[src/rtl/iic_share_pkg.sv]
// Shared encodings for the two-requester IIC arbiter: core call codes,
// arbiter FSM states and the watchdog counter width.
package iic_share_pkg;

   localparam logic [1:0] CALL_NONE = 2'b00;
   localparam logic [1:0] CALL_RD   = 2'b01;
   localparam logic [1:0] CALL_WR   = 2'b10;
   localparam logic [1:0] CALL_BAD  = 2'b11;

   localparam int WDOG_W = 20;

   typedef enum logic [1:0] {
      ST_IDLE,
      ST_CALL,
      ST_FINISH,
      ST_GAP
   } state_t;

   typedef enum logic {
      GRANT_A,
      GRANT_B
   } grant_t;

   function automatic logic isRequesting(input logic [1:0] call);
      return call != CALL_NONE;
   endfunction

endpackage

[src/rtl/iic_share_wdog.sv]
// Up-counter shared by the transaction watchdog and the bus-free gap timer.
// oTerm flags that the count has reached the currently selected terminal value.
module iic_share_wdog
   import iic_share_pkg::*;
#(
   parameter int W = WDOG_W
) (
   input  logic         CLOCK,
   input  logic         RST_n,
   input  logic         iClear,
   input  logic         iEnable,
   input  logic [W-1:0] iTerm,
   output logic         oTerm
);

   logic [W-1:0] count;

   always_ff @(posedge CLOCK or negedge RST_n) begin
      if (!RST_n) begin
         count <= '0;
      end else if (iClear) begin
         count <= '0;
      end else if (iEnable) begin
         count <= count + 1'b1;
      end
   end

   assign oTerm = (count == iTerm);

endmodule

[src/rtl/iic_share_arb.sv]
// Shares one iic byte-transfer core between requester A (OLED) and requester B
// (RTC) with round-robin grant, per-device addressing, watchdog and bus-free gap.
module iic_share_arb
   import iic_share_pkg::*;
#(
   parameter logic [7:0]  DEV_A   = 8'h78,
   parameter logic [7:0]  DEV_B   = 8'hA2,
   parameter int          GAP     = 16,
   parameter logic [19:0] TIMEOUT = 20'd1_000_000
) (
   input  logic         CLOCK,
   input  logic         RST_n,
   input  logic [1:0]   iCallA,
   input  logic [7:0]   iAddrA,
   input  logic [7:0]   iDataA,
   output logic         oDoneA,
   output logic         oErrA,
   output logic [7:0]   oDataA,
   input  logic [1:0]   iCallB,
   input  logic [7:0]   iAddrB,
   input  logic [7:0]   iDataB,
   output logic         oDoneB,
   output logic         oErrB,
   output logic [7:0]   oDataB,
   output logic [1:0]   oCall,
   output logic [7:0]   oDev,
   output logic [7:0]   oAddr,
   output logic [7:0]   oData,
   input  logic         iDone,
   input  logic [7:0]   iData,
   output logic         oBusy,
   output state_t       oState
);

   state_t      state;
   grant_t      lastGrant;
   grant_t      owner;
   logic [1:0]  callReg;
   logic [7:0]  readByte;
   logic        err;

   logic        reqA;
   logic        reqB;
   logic        pickB;
   logic [1:0]  grantCall;
   logic        wdogClear;
   logic        wdogEnable;
   logic [WDOG_W-1:0] wdogTerm;
   logic        wdogTc;

   // On a tie, B wins only when A held the previous grant.
   always_comb begin
      reqA       = isRequesting(iCallA);
      reqB       = isRequesting(iCallB);
      pickB      = reqB && (!reqA || (lastGrant == GRANT_A));
      grantCall  = pickB ? iCallB : iCallA;
      wdogClear  = (state == ST_IDLE) || (state == ST_FINISH);
      wdogEnable = (state == ST_CALL) || (state == ST_GAP);
      wdogTerm   = (state == ST_GAP) ? WDOG_W'(GAP) : (TIMEOUT - 20'd1);
   end

   iic_share_wdog #(.W(WDOG_W)) u_wdog (
      .CLOCK   (CLOCK),
      .RST_n   (RST_n),
      .iClear  (wdogClear),
      .iEnable (wdogEnable),
      .iTerm   (wdogTerm),
      .oTerm   (wdogTc)
   );

   always_ff @(posedge CLOCK or negedge RST_n) begin
      if (!RST_n) begin
         state     <= ST_IDLE;
         lastGrant <= GRANT_B;
         owner     <= GRANT_A;
         callReg   <= CALL_NONE;
         readByte  <= 8'h00;
         err       <= 1'b0;
         oCall     <= CALL_NONE;
         oDev      <= 8'h00;
         oAddr     <= 8'h00;
         oData     <= 8'h00;
         oDoneA    <= 1'b0;
         oErrA     <= 1'b0;
         oDataA    <= 8'h00;
         oDoneB    <= 1'b0;
         oErrB     <= 1'b0;
         oDataB    <= 8'h00;
         oBusy     <= 1'b0;
      end else begin
         oDoneA <= 1'b0;
         oErrA  <= 1'b0;
         oDoneB <= 1'b0;
         oErrB  <= 1'b0;
         case (state)
            ST_IDLE: begin
               if (reqA || reqB) begin
                  owner     <= pickB ? GRANT_B : GRANT_A;
                  lastGrant <= pickB ? GRANT_B : GRANT_A;
                  callReg   <= grantCall;
                  oDev      <= pickB ? DEV_B : DEV_A;
                  oAddr     <= pickB ? iAddrB : iAddrA;
                  oData     <= pickB ? iDataB : iDataA;
                  oBusy     <= 1'b1;
                  // An illegal call never reaches the core.
                  if (grantCall == CALL_BAD) begin
                     err   <= 1'b1;
                     state <= ST_FINISH;
                  end else begin
                     err   <= 1'b0;
                     state <= ST_CALL;
                  end
               end
            end
            ST_CALL: begin
               if (iDone) begin
                  if (callReg == CALL_RD) readByte <= iData;
                  oCall <= CALL_NONE;
                  err   <= 1'b0;
                  state <= ST_FINISH;
               end else if (wdogTc) begin
                  oCall <= CALL_NONE;
                  err   <= 1'b1;
                  state <= ST_FINISH;
               end else begin
                  oCall <= callReg;
               end
            end
            ST_FINISH: begin
               if (owner == GRANT_A) begin
                  oDoneA <= 1'b1;
                  oErrA  <= err;
                  if ((callReg == CALL_RD) && !err) oDataA <= readByte;
               end else begin
                  oDoneB <= 1'b1;
                  oErrB  <= err;
                  if ((callReg == CALL_RD) && !err) oDataB <= readByte;
               end
               state <= ST_GAP;
            end
            ST_GAP: begin
               if (wdogTc) begin
                  oBusy <= 1'b0;
                  state <= ST_IDLE;
               end
            end
            default: state <= ST_IDLE;
         endcase
      end
   end

   assign oState = state;

endmodule

[config.mk]
export PLATFORM = sky130hd
export DESIGN_NAME = iic_share_arb
export DESIGN_NICKNAME = d
export VERILOG_FILES = /design/src/rtl/iic_share_pkg.sv /design/src/rtl/iic_share_wdog.sv /design/src/rtl/iic_share_arb.sv
export SDC_FILE = /design/constraint.sdc
export NUM_CORES = 1
export LEC_CHECK = 0
export ABC_AREA = 0
export CELL_PAD_IN_SITES_DETAIL_PLACEMENT = 1
export CELL_PAD_IN_SITES_GLOBAL_PLACEMENT = 1
export CORE_MARGIN = 2
export CORE_UTILIZATION = 40
export CTS_CLUSTER_SIZE = 30
export DETAILED_ROUTE_END_ITERATION = 8
export PLACE_DENSITY_LB_ADDON = 0.1
export SYNTH_ARGS = -nofsm -noshare
export SYNTH_HDL_FRONTEND = slang
export SYNTH_SLANG_ARGS = --single-unit
[constraint.sdc]
create_clock -name CLOCK -period 6.12 [get_ports CLOCK]
set_input_delay 0.612 -clock CLOCK [delete_from_list [all_inputs] [get_ports CLOCK]]
set_output_delay 0.612 -clock CLOCK [all_outputs]
set_load 0.1 [all_outputs]
==> results by group, run 1 <==
STA
  – RSZ-0062 raised after global routing: false
  – # setup viols final: 0
  – Transition time of the tightest slew-check pin: between 1 and 1.5 ns
  – Fin Setup TNS: 0 ns
  – Max-slew headroom: roughly a quarter
  – Hold Vio Cnt, Final: 0
  – Worst clock skew: approximately 0.013 ns
  – Period minus WS final: approximately 2.6 ns
  – Worst setup margin: approximately 3.6 ns
  – Fmax: roughly 0.39 GHz
  – Part of the cycle the worst path needs: roughly two fifths
  – Slew Viols, Final: 0

Synthesis
  – Area contributors post-synth: dfrtp_1 (52%), mux2_1 (5.3%), mux2i_1 (4.7%), nand2_1 (3.4%), o21ai_1 (3.2%)
  – Register area share after synthesis: 52.6%
  – Synth area leader: dfrtp_1
  – Synthesized instance count: approximately 320
  – Top cell type's share of synthesized area: between 50% and 60%
  – Async SR Flop Fraction: 100%
  – Seq cells post-synth: between 70 and 80
  – Ys Warns: 0
  – Cell variety after synth: 57
  – Synthesized area: between 3000 and 4000 sq um
  – Ys flop type: dfrtp_1
  – Post-synth EDFFs: 0
  – Avg Synthesized Cell Area: approximately 11 sq um

Worst setup path
  – Slowest stage delay, CP: approximately 1.2 ns
  – R2R setup slack: roughly 3.8 ns
  – CP top delay family: buffers and inverters
  – Crit path capture type: output pin
  – CP max FO: 5
  – Required @ worst endpoint: around 5.5 ns
  – Crit-path slowest cell: clkdlybuf4s50_1
  – Kind of critical path: reg -> out
  – Critical Path AT: a little under 2 ns
  – Crit-path cells: clkdlybuf4s50_1
  – Crit start category: flop
  – Worst Path Buf+Inv: 1

Clock tree
  – Worst-case clock buffer depth: 2
  – Htree depth: 3
  – Worst skew pair latency: about 0.35 ns
  – TritonCTS clock tree: done
  – CTS Sinks: 76
  – Clock Root Buffer: clkbuf_8
  – Setup Fix Bufs, Post-CTS: 0
  – Clk pin slew, worst setup/hold paths: approximately 0.090 ns
  – Cts hold-fix bufs: 0
  – Post-CTS sizing: 0
  – CTS Buf Count: 9

GRT
  – Gr ovfl total: 0
  – First-pass GRT wire length: roughly 14000 microns
  – Initial antenna violation count: 0
  – Largest net degree at the start of global routing: 77
  – GRT Total Usage: a little under a fifth
  – Vias in the first global route: about 2800

Route
  – DRT iter0 DRCs: 56
  – Drt pass-1 iters: 4
  – Via count: ~2700
  – Detail Route Antenna Nets: 0
  – Via density: 5.15
  – Routed wire per std cell: around 16 microns
  – WL final: between 8000 and 9000 microns
  – Drt drc: 0

Die
  – I/O pin count: 96
  – Die width: about 100 microns
  – Initial Util: 41.3%
  – Std cell rows: 34
  – Die ar.: 9820 sq um
  – Core Area: between 8000 and 9000 sq um
  – Die Ht: a little under 100 microns

Min path
  – Min-Delay Path Class: in -> async

Cells and area
  – Multi-input logic area: between 1500 and 2000 sq um
  – Antenna cell count: 0
  – Proportion of layout cells with a drive suffix above 1: under 10%
  – Area Growth Syn to Fin: 32.4%
  – Fill cells: 960
  – Sequential cell area: ~1900 sq um
  – Nets: between 400 and 500

Place
  – Post-DP HPWL: around 6000 microns
  – Pre-CTS setup slack: between 3 and 4 ns
  – Placer Congestion: between 0.7 and 0.8
  – Port Buffers: 93

Run status
  – Status: finished clean

Job
  – Max-cap violations: 0
## final cells by class
type	count	area share [%]
sequential	76	39.7
multi-input combinational	219	32.8
timing repair buffer	94	19.5
tap	108	2.82
clock buffer	11	2.74
clock inverter	5	1.78
inverter	8	0.627
## layout by cell type, fill, tap and decap left out, drive strengths merged, types with 2 or more instances in the layout
cell type	Yosys	final
o21ai	28	28
nand4	6	6
a21o	2	2
or2	2	2
mux2i	17	17
nor3	3	3
inv	8	9
nand4b	3	3
xor2	8	8
o2111ai	2	2
and4	3	3
ha	5	5
xnor2	9	9
clkbuf	8	11
bufinv	0	2
buf	13	2
or4	2	2
a21oi	4	4
nand3b	2	2
o2bb2ai	2	2
and3	6	6
nor2	26	26
and2	4	4
conb	1	2
nand3	4	4
nand2	33	33
clkdlybuf4s50	0	92
nor4	4	4
a211oi	2	2
dfrtp	75	75
mux2	27	27
## final timing paths
kind / startpoint / end / depth (start not counted)
max: oState[0] / oState[0] / 1
min: RST_n / readByte[2] / 1
max reg2reg: oState[0] / u_wdog.count[7] / 7
min reg2reg: oDev[5] / oDev[5] / 1
max in group asynchronous: RST_n / oErrA / 1
min in group CLOCK: oDev[5] / oDev[5] / 1
## cell usage after synthesis (all sizes together), types with 2 or more instances
master and instances:
a211oi 2, a21o 2, a21oi 4, and2 4, and3 6, and4 3, buf 13, clkbuf 8
dfrtp 75, ha 5, inv 8, mux2 27, mux2i 17, nand2 33, nand3 4, nand3b 2
nand4 6, nand4b 3, nor2 26, nor3 3, nor4 4, o2111ai 2, o21ai 28, o2bb2ai 2
or2 2, or4 2, xnor2 9, xor2 8
## layer usage
layer	GRT usage (%)	share of wire [%]	wire [microns]
met5	0	0	0
met4	6.01	1.4	115
met3	4.92	5.4	453
met2	29.9	50	4180
met1	23.3	44	3680
## sequential cells by signal, summed over array words and instances (netlist names)
signal,count
oDataB,8
oErrA,1
readByte,8
oErrB,1
oDoneA,1
u_wdog.count,20
oDataA,8
oAddr,8
lastGrant,1
oCall,2
oState,2
err,1
oDoneB,1
oData,8
oBusy,1
oDev,3
callReg,2
## metrics by stage
stage	instance area (sq um)	hold slack (ns)	util, %	std cells
after floorplan	3620	0.316	-	324
after global placement	4570	0.456	52.2	505
after detailed placement	4570	0.459	52.2	505
after CTS	4790	0.451	54.7	521
after global routing	4790	0.475	54.7	521
final	4790	0.398	54.7	521
## cell families after synthesis
| group | Yosys count | synth area share (%) |
|---|---|---|
| buffers and inverters | 29 | 4.22 |
| other | 1 | 0.104 |
| XOR/XNOR | 17 | 4.11 |
| multiplexers | 44 | 13.2 |
| AO/OA/AOI/OAI | 47 | 8.02 |
| adder cells (fa/ha/maj) | 5 | 1.73 |
| AND/OR/NAND/NOR | 104 | 16.0 |
| flip-flops | 76 | 52.6 |
Power of run 1 is left out: the tool's default activity adds up to more than one toggle a clock period on the data nets, which glitch-free logic cannot reach.
==> run 2: changes to the inputs <==
Settings changed: CORE_UTILIZATION 40 to 38.
Clock period 6.12 ns to 2.4 ns, I/O delays scaled along.
==> run 2 against run 1 <==
Setup slack got worse by 3.3 ns. Worst hold slack gained 0.064 ns. Die area increased by 5.0%. Clock skew fell by 0.0024 ns. Flip-flop and latch count unchanged. Wire length increased by 0.18%. Critical path depth rose by 4. Global-route usage shrank 0.25 points. Register-to-register slack worse by 3.5 ns. Core utilization shrank 2.3 points. First-iteration DRC count fell by 41%.
==> results by group, run 2 (same netlist as run 1, synthesis figures left out) <==
Worst setup path
  – R2r endpoint: oState[0] (was u_wdog.count[7])
  – Slowest stage delay, CP: 0.49 ns (was 1.18 ns)
  – RR Startpoint: oState[0] (unchanged)
  – Crit path capture type: flop (was output pin)
  – R2R setup slack: 0.21 ns (was 3.76 ns)
  – CP max FO: 9 (was 5)
  – Worst path depth: 5 (was 1)
  – CP top delay family: compound AO/OA/AOI/OAI gates (was buffers and inverters)
  – Crit-path cells: ha_1 > or4b_1 > a221oi_2 > o21ai_2 > mux2_4 (was clkdlybuf4s50_1)
  – Kind of critical path: reg -> reg (was reg -> out)
  – R2r worst-path depth: 5 (was 7)
  – Crit start category: flop (unchanged)
  – Critical Path AT: 2.42 ns (was 1.96 ns)
  – Required @ worst endpoint: 2.63 ns (was 5.51 ns)
  – Crit path to: oState[0] (unchanged)
  – CP Launch Point: oState[0] (unchanged)
  – Worst Path Buf+Inv: 0 (was 1)
  – Crit-path slowest cell: or4b_1 (was clkdlybuf4s50_1)

STA
  – Part of the cycle the worst path needs: around nine tenths
  – Hold Vio Cnt, Final: 0 (unchanged)
  – Slew Viols, Final: 0 (unchanged)
  – Fin Setup TNS: 0 ns (unchanged)
  – RSZ-0062 raised after global routing: false (unchanged)
  – Fmax: 0.457 GHz
  – Transition time of the tightest slew-check pin: 0.648 ns (was 1.14 ns)
  – Worst clock skew: 0.0104 ns (was 0.0128 ns)
  – Period minus WS final: approximately 2.2 ns
  – Max-slew headroom: 56.8% (was 24.1%)
  – # setup viols final: 0 (unchanged)

Cells and area
  – Area Growth Syn to Fin: 33.7% (was 32.4%)
  – Proportion of layout cells with a drive suffix above 1: 23.3% (was 9.44%)
  – Most frequent cells in the layout: dfrtp_1 (73), buf_4 (58), clkdlybuf4s50_1 (45), nand2_1 (33), nor2_1 (26) (was clkdlybuf4s50_1 (92), dfrtp_1 (75), nand2_1 (33), nor2_1 (26), o21ai_1 (22))
  – Nets: 471 (was 460)
  – Flip-flop count of the largest register after layout: 20 (unchanged)
  – Antenna cell count: 0 (unchanged)
  – Top reg by flops: u_wdog.count (unchanged)
  – Most common cell after layout, fill and taps aside: dfrtp_1 (was clkdlybuf4s50_1)

Clock tree
  – Clk pin slew, worst setup/hold paths: 0.09 ns (about the same)
  – Setup Fix Bufs, Post-CTS: 0 (unchanged)
  – TritonCTS clock tree: done (unchanged)
  – CTS Sinks: 76 (unchanged)
  – Clock Root Buffer: clkbuf_8 (unchanged)
  – CTS Buf Count: 9 (unchanged)
  – Worst-case clock buffer depth: 2 (unchanged)
  – Worst skew pair latency: 0.34 ns (was 0.35 ns)
  – Htree depth: 3 (unchanged)
  – Post-CTS sizing: 0 (unchanged)
  – Cts hold-fix bufs: 1 (was 0)

Job
  – Max-cap violations: 0 (unchanged)

GRT
  – Vias in the first global route: 2925 (was 2847)
  – First-pass GRT wire length: 14400 microns (was 14100 microns)
  – Gr ovfl total: 0 (unchanged)
  – Largest net degree at the start of global routing: 49 (was 77)
  – Initial antenna violation count: 0 (unchanged)
  – GRT Total Usage: 17.9% (was 18.2%)

Route
  – Via count: 2717 (was 2682)
  – Drt pass-1 iters: 4 (unchanged)
  – WL final: 8450 microns (was 8430 microns)
  – DRT iter0 DRCs: 33 (was 56)
  – Detail Route Antenna Nets: 0 (unchanged)
  – Via density: 4.91 (was 5.15)
  – Drt drc: 0 (unchanged)
  – Routed wire per std cell: 15.3 microns (was 16.2 microns)

Place
  – Port Buffers: 93 (unchanged)
  – Placer Congestion: 0.782 (was 0.747)
  – Post-DP HPWL: 6270 microns (was 5980 microns)

Die
  – Die Ht: 102 microns (was 99.1 microns)
  – Die width: 102 microns (was 99.1 microns)
  – Die ar.: 10300 sq um (was 9820 sq um)
  – Core Area: 9240 sq um (was 8760 sq um)
  – Initial Util: 39.2% (was 41.3%)
  – Std cell rows: 35 (was 34)
  – I/O pin count: 96 (unchanged)

Run status
  – Status: finished clean (unchanged)

Min path
  – Min-Delay Path Class: in -> async (unchanged)
[run 2: final cells by class]
type | instances | area, sq um
clock buffers | 11 | 141
clock inverters | 5 | 108
fillers | 1000 | 4400
inverters | 8 | 30.0
multi-input cells | 219 | 1570
flip-flops and latches | 76 | 1910
well taps | 129 | 161
repair buffers | 105 | 916
[run 2: routing by layer]
layer  GRT usage [%]  vias up  share of wire, %
li1                -     1313                 -
met3            5.66       10               5.4
met4            5.51        0               1.3
met1            21.8     1332                43
met5               0        -                 0
met2            30.3       62                50
[run 2: worst min path at each step]
stage                   from     endpoint  slack, ns  cells after the start
global placement       RST_n  readByte[4]       0.31                      1
finish                 RST_n    oDataA[7]       0.46                      2
global route        iData[6]  readByte[6]       0.50                      2
detailed placement     RST_n  readByte[4]       0.32                      1
floorplan              RST_n   callReg[0]      -0.06                      0
CTS                    RST_n  readByte[4]       0.48                      2
[run 2: stage by stage]
| stage | worst slack [ns] | std cells | utilization (%) | instance area, sq um | hold slack (ns) |
|---|---|---|---|---|---|
| finish | 0.214 | 553 | 52.3 | 4840 | 0.462 |
| global route | 0.0909 | 553 | 52.3 | 4840 | 0.496 |
| CTS | 0.199 | 553 | 52.3 | 4840 | 0.476 |
| detailed placement | 0.221 | 536 | 49.5 | 4580 | 0.316 |
| global placement | 0.270 | 536 | 49.5 | 4580 | 0.308 |
| floorplan | 0.00164 | 324 | - | 3630 | -0.0556 |
Power of run 2 is left out for the same reason.
==> run 3: changes to the inputs <==
Settings changed: CORE_UTILIZATION 38 to 34.
Clock period 2.4 ns to 1.82 ns, I/O delays scaled along.
==> run 3 against run 2 <==
The flow now finishes with violations (setup timing). Register-to-register slack got worse by 0.35 ns. Die area increased by 11%. Count of clock-buffer cells in the layout decreased by 2. Critical path type unchanged. Largest cell class unchanged.
==> results by group, run 3 (same netlist as run 1, synthesis figures left out) <==
STA
  – Fin Setup TNS: -1.03 ns (was 0 ns)
  – Slew Viols, Final: 0 (unchanged)
  – Period minus WS final: 1.96 ns (was 2.19 ns)
  – RSZ-0062 raised after global routing: true (was false)
  – Fmax: 0.511 GHz (was 0.457 GHz)
  – Worst setup margin: -0.136 ns (was 0.214 ns)
  – WHS: 0.207 ns (was 0.462 ns)
  – Hold Vio Cnt, Final: 0 (unchanged)
  – Worst clock skew: 0.0103 ns (was 0.0104 ns)
  – Part of the cycle the worst path needs: 107% (was 91.1%)
  – # setup viols final: 20 (was 0)

Die
  – Die Ht: 107 microns (was 102 microns)
  – Die ar.: 11500 sq um (was 10300 sq um)
  – Initial Util: 35.1% (was 39.2%)
  – Die width: 107 microns (was 102 microns)
  – Core Area: 10300 sq um (was 9240 sq um)
  – Std cell rows: 37 (was 35)
  – I/O pin count: 96 (unchanged)

Run status
  – Failing checks: setup timing
  – Status: complete, but fails checks (was finished clean)

Cells and area
  – Area Growth Syn to Fin: 46.0% (was 33.7%)
  – Top reg by flops: u_wdog.count (unchanged)
  – Proportion of layout cells with a drive suffix above 1: 35.7% (was 23.3%)
  – Flip-flop count of the largest register after layout: 20 (unchanged)
  – Most frequent cells in the layout: buf_4 (81), dfrtp_1 (72), clkdlybuf4s50_1 (45), nand2_1 (28), nor2_1 (24) (was dfrtp_1 (73), buf_4 (58), clkdlybuf4s50_1 (45), nand2_1 (33), nor2_1 (26))
  – Most common cell after layout, fill and taps aside: buf_4 (was dfrtp_1)
  – Antenna cell count: 0 (unchanged)
  – Design area: 5280 sq um (was 4840 sq um)
  – Nets: 503 (was 471)

Worst setup path
  – Crit start category: flop (unchanged)
  – Slowest stage delay, CP: 0.48 ns (was 0.49 ns)
  – Critical Path AT: 2.21 ns (was 2.42 ns)
  – Crit-path slowest cell: dfrtp_4 (was or4b_1)
  – R2r worst-path depth: 5 (unchanged)
  – Crit path capture type: flop (unchanged)
  – R2R setup slack: -0.14 ns (was 0.21 ns)
  – CP max FO: 6 (was 9)
  – Required @ worst endpoint: 2.07 ns (was 2.63 ns)
  – Kind of critical path: reg -> reg (unchanged)
  – Crit-path cells: ha_4 > or4b_4 > a221oi_4 > o21ai_2 > mux2_4 (was ha_1 > or4b_1 > a221oi_2 > o21ai_2 > mux2_4)

Place
  – Cell Area, Placed: 4920 sq um (was 4580 sq um)
  – Placer Congestion: 0.763 (was 0.782)
  – Post-DP HPWL: 6800 microns (was 6270 microns)
  – Pre-CTS setup slack: -0.151 ns (was 0.221 ns)
  – Port Buffers: 93 (unchanged)

Route
  – WL final: 9040 microns (was 8450 microns)
  – Via count: 2881 (was 2717)
  – Drt pass-1 iters: 4 (unchanged)
  – Detail Route Antenna Nets: 0 (unchanged)
  – Drt drc: 0 (unchanged)
  – Routed wire per std cell: 15.3 microns (about the same)
  – Via density: 4.87 (was 4.91)
  – DRT iter0 DRCs: 54 (was 33)

Clock tree
  – Worst-case clock buffer depth: 2 (unchanged)
  – CTS Sinks: 76 (unchanged)
  – Worst skew pair latency: 0.36 ns (was 0.34 ns)
  – TritonCTS clock tree: done (unchanged)
  – CTS Buf Count: 9 (unchanged)
  – Htree depth: 3 (unchanged)
  – Clk pin slew, worst setup/hold paths: 0.09 ns (about the same)
  – Clock Root Buffer: clkbuf_8 (unchanged)

Job
  – Max-cap violations: 0 (unchanged)

GRT
  – Gr ovfl total: 0 (unchanged)
  – Vias in the first global route: 3015 (was 2925)
  – First-pass GRT wire length: 15300 microns (was 14400 microns)
  – Initial antenna violation count: 0 (unchanged)
  – Largest net degree at the start of global routing: 37 (was 49)
  – GRT Total Usage: 17.0% (was 17.9%)

Min path
  – Min-Delay Path Class: in -> async (unchanged)
## run 3: path summary, 6_finish.rpt
path / start / end
worst min-delay path: RST_n / oDataB[1]
worst max-delay path: oState[1] / oState[0]
min in group CLOCK: iData[4] / readByte[4]
worst min register to register: oDev[5] / oDev[5]
max in group asynchronous: RST_n / lastGrant
worst max register to register: oState[1] / oState[0]
## run 3: area by class of cell
cell class              count  area (sq um)
flip-flops and latches     76          1910
multi-input cells         219          1730
well taps                 136           170
inverters                   8          35.0
clock inverters             7          82.6
repair buffers            137          1230
fillers                  1140          5040
clock buffers               9           124
## run 3: timing repair
action	in CTS	in global routing
hold buffers	1	0
buffers inserted	3	3
pin swaps	18	15
resized for setup	16	13
setup endpoints to repair	22	38
endpoints found under the hold margin	75	0
## run 3: layer usage
metal / GRT usage (%) / vias up / wire, microns
met5: 0 / - / 0
met4: 4.82 / 0 / 111
met3: 5.17 / 11 / 484
met2: 28.8 / 74 / 4580
met1: 21.0 / 1416 / 3870
li1: - / 1380 / -
## run 3: stage by stage
step           std cells  utilization (%)
4_1_cts              590             50.6
3_3_place_gp         570             47.6
5_1_grt              592             51.2
6_report             592             51.2
2_1_floorplan        324                -
3_5_place_dp         570             47.6
## run 3: worst max-delay path, delay by kind of cell, from the launching register on
kind	cells	cell delay, ns
AO/OA/AOI/OAI	2	0.43
AND/OR/NAND/NOR	1	0.48
flip-flops	1	0.48
multiplexers	1	0.29
adder cells (fa/ha/maj)	1	0.17
Power of run 3 is left out for the same reason.
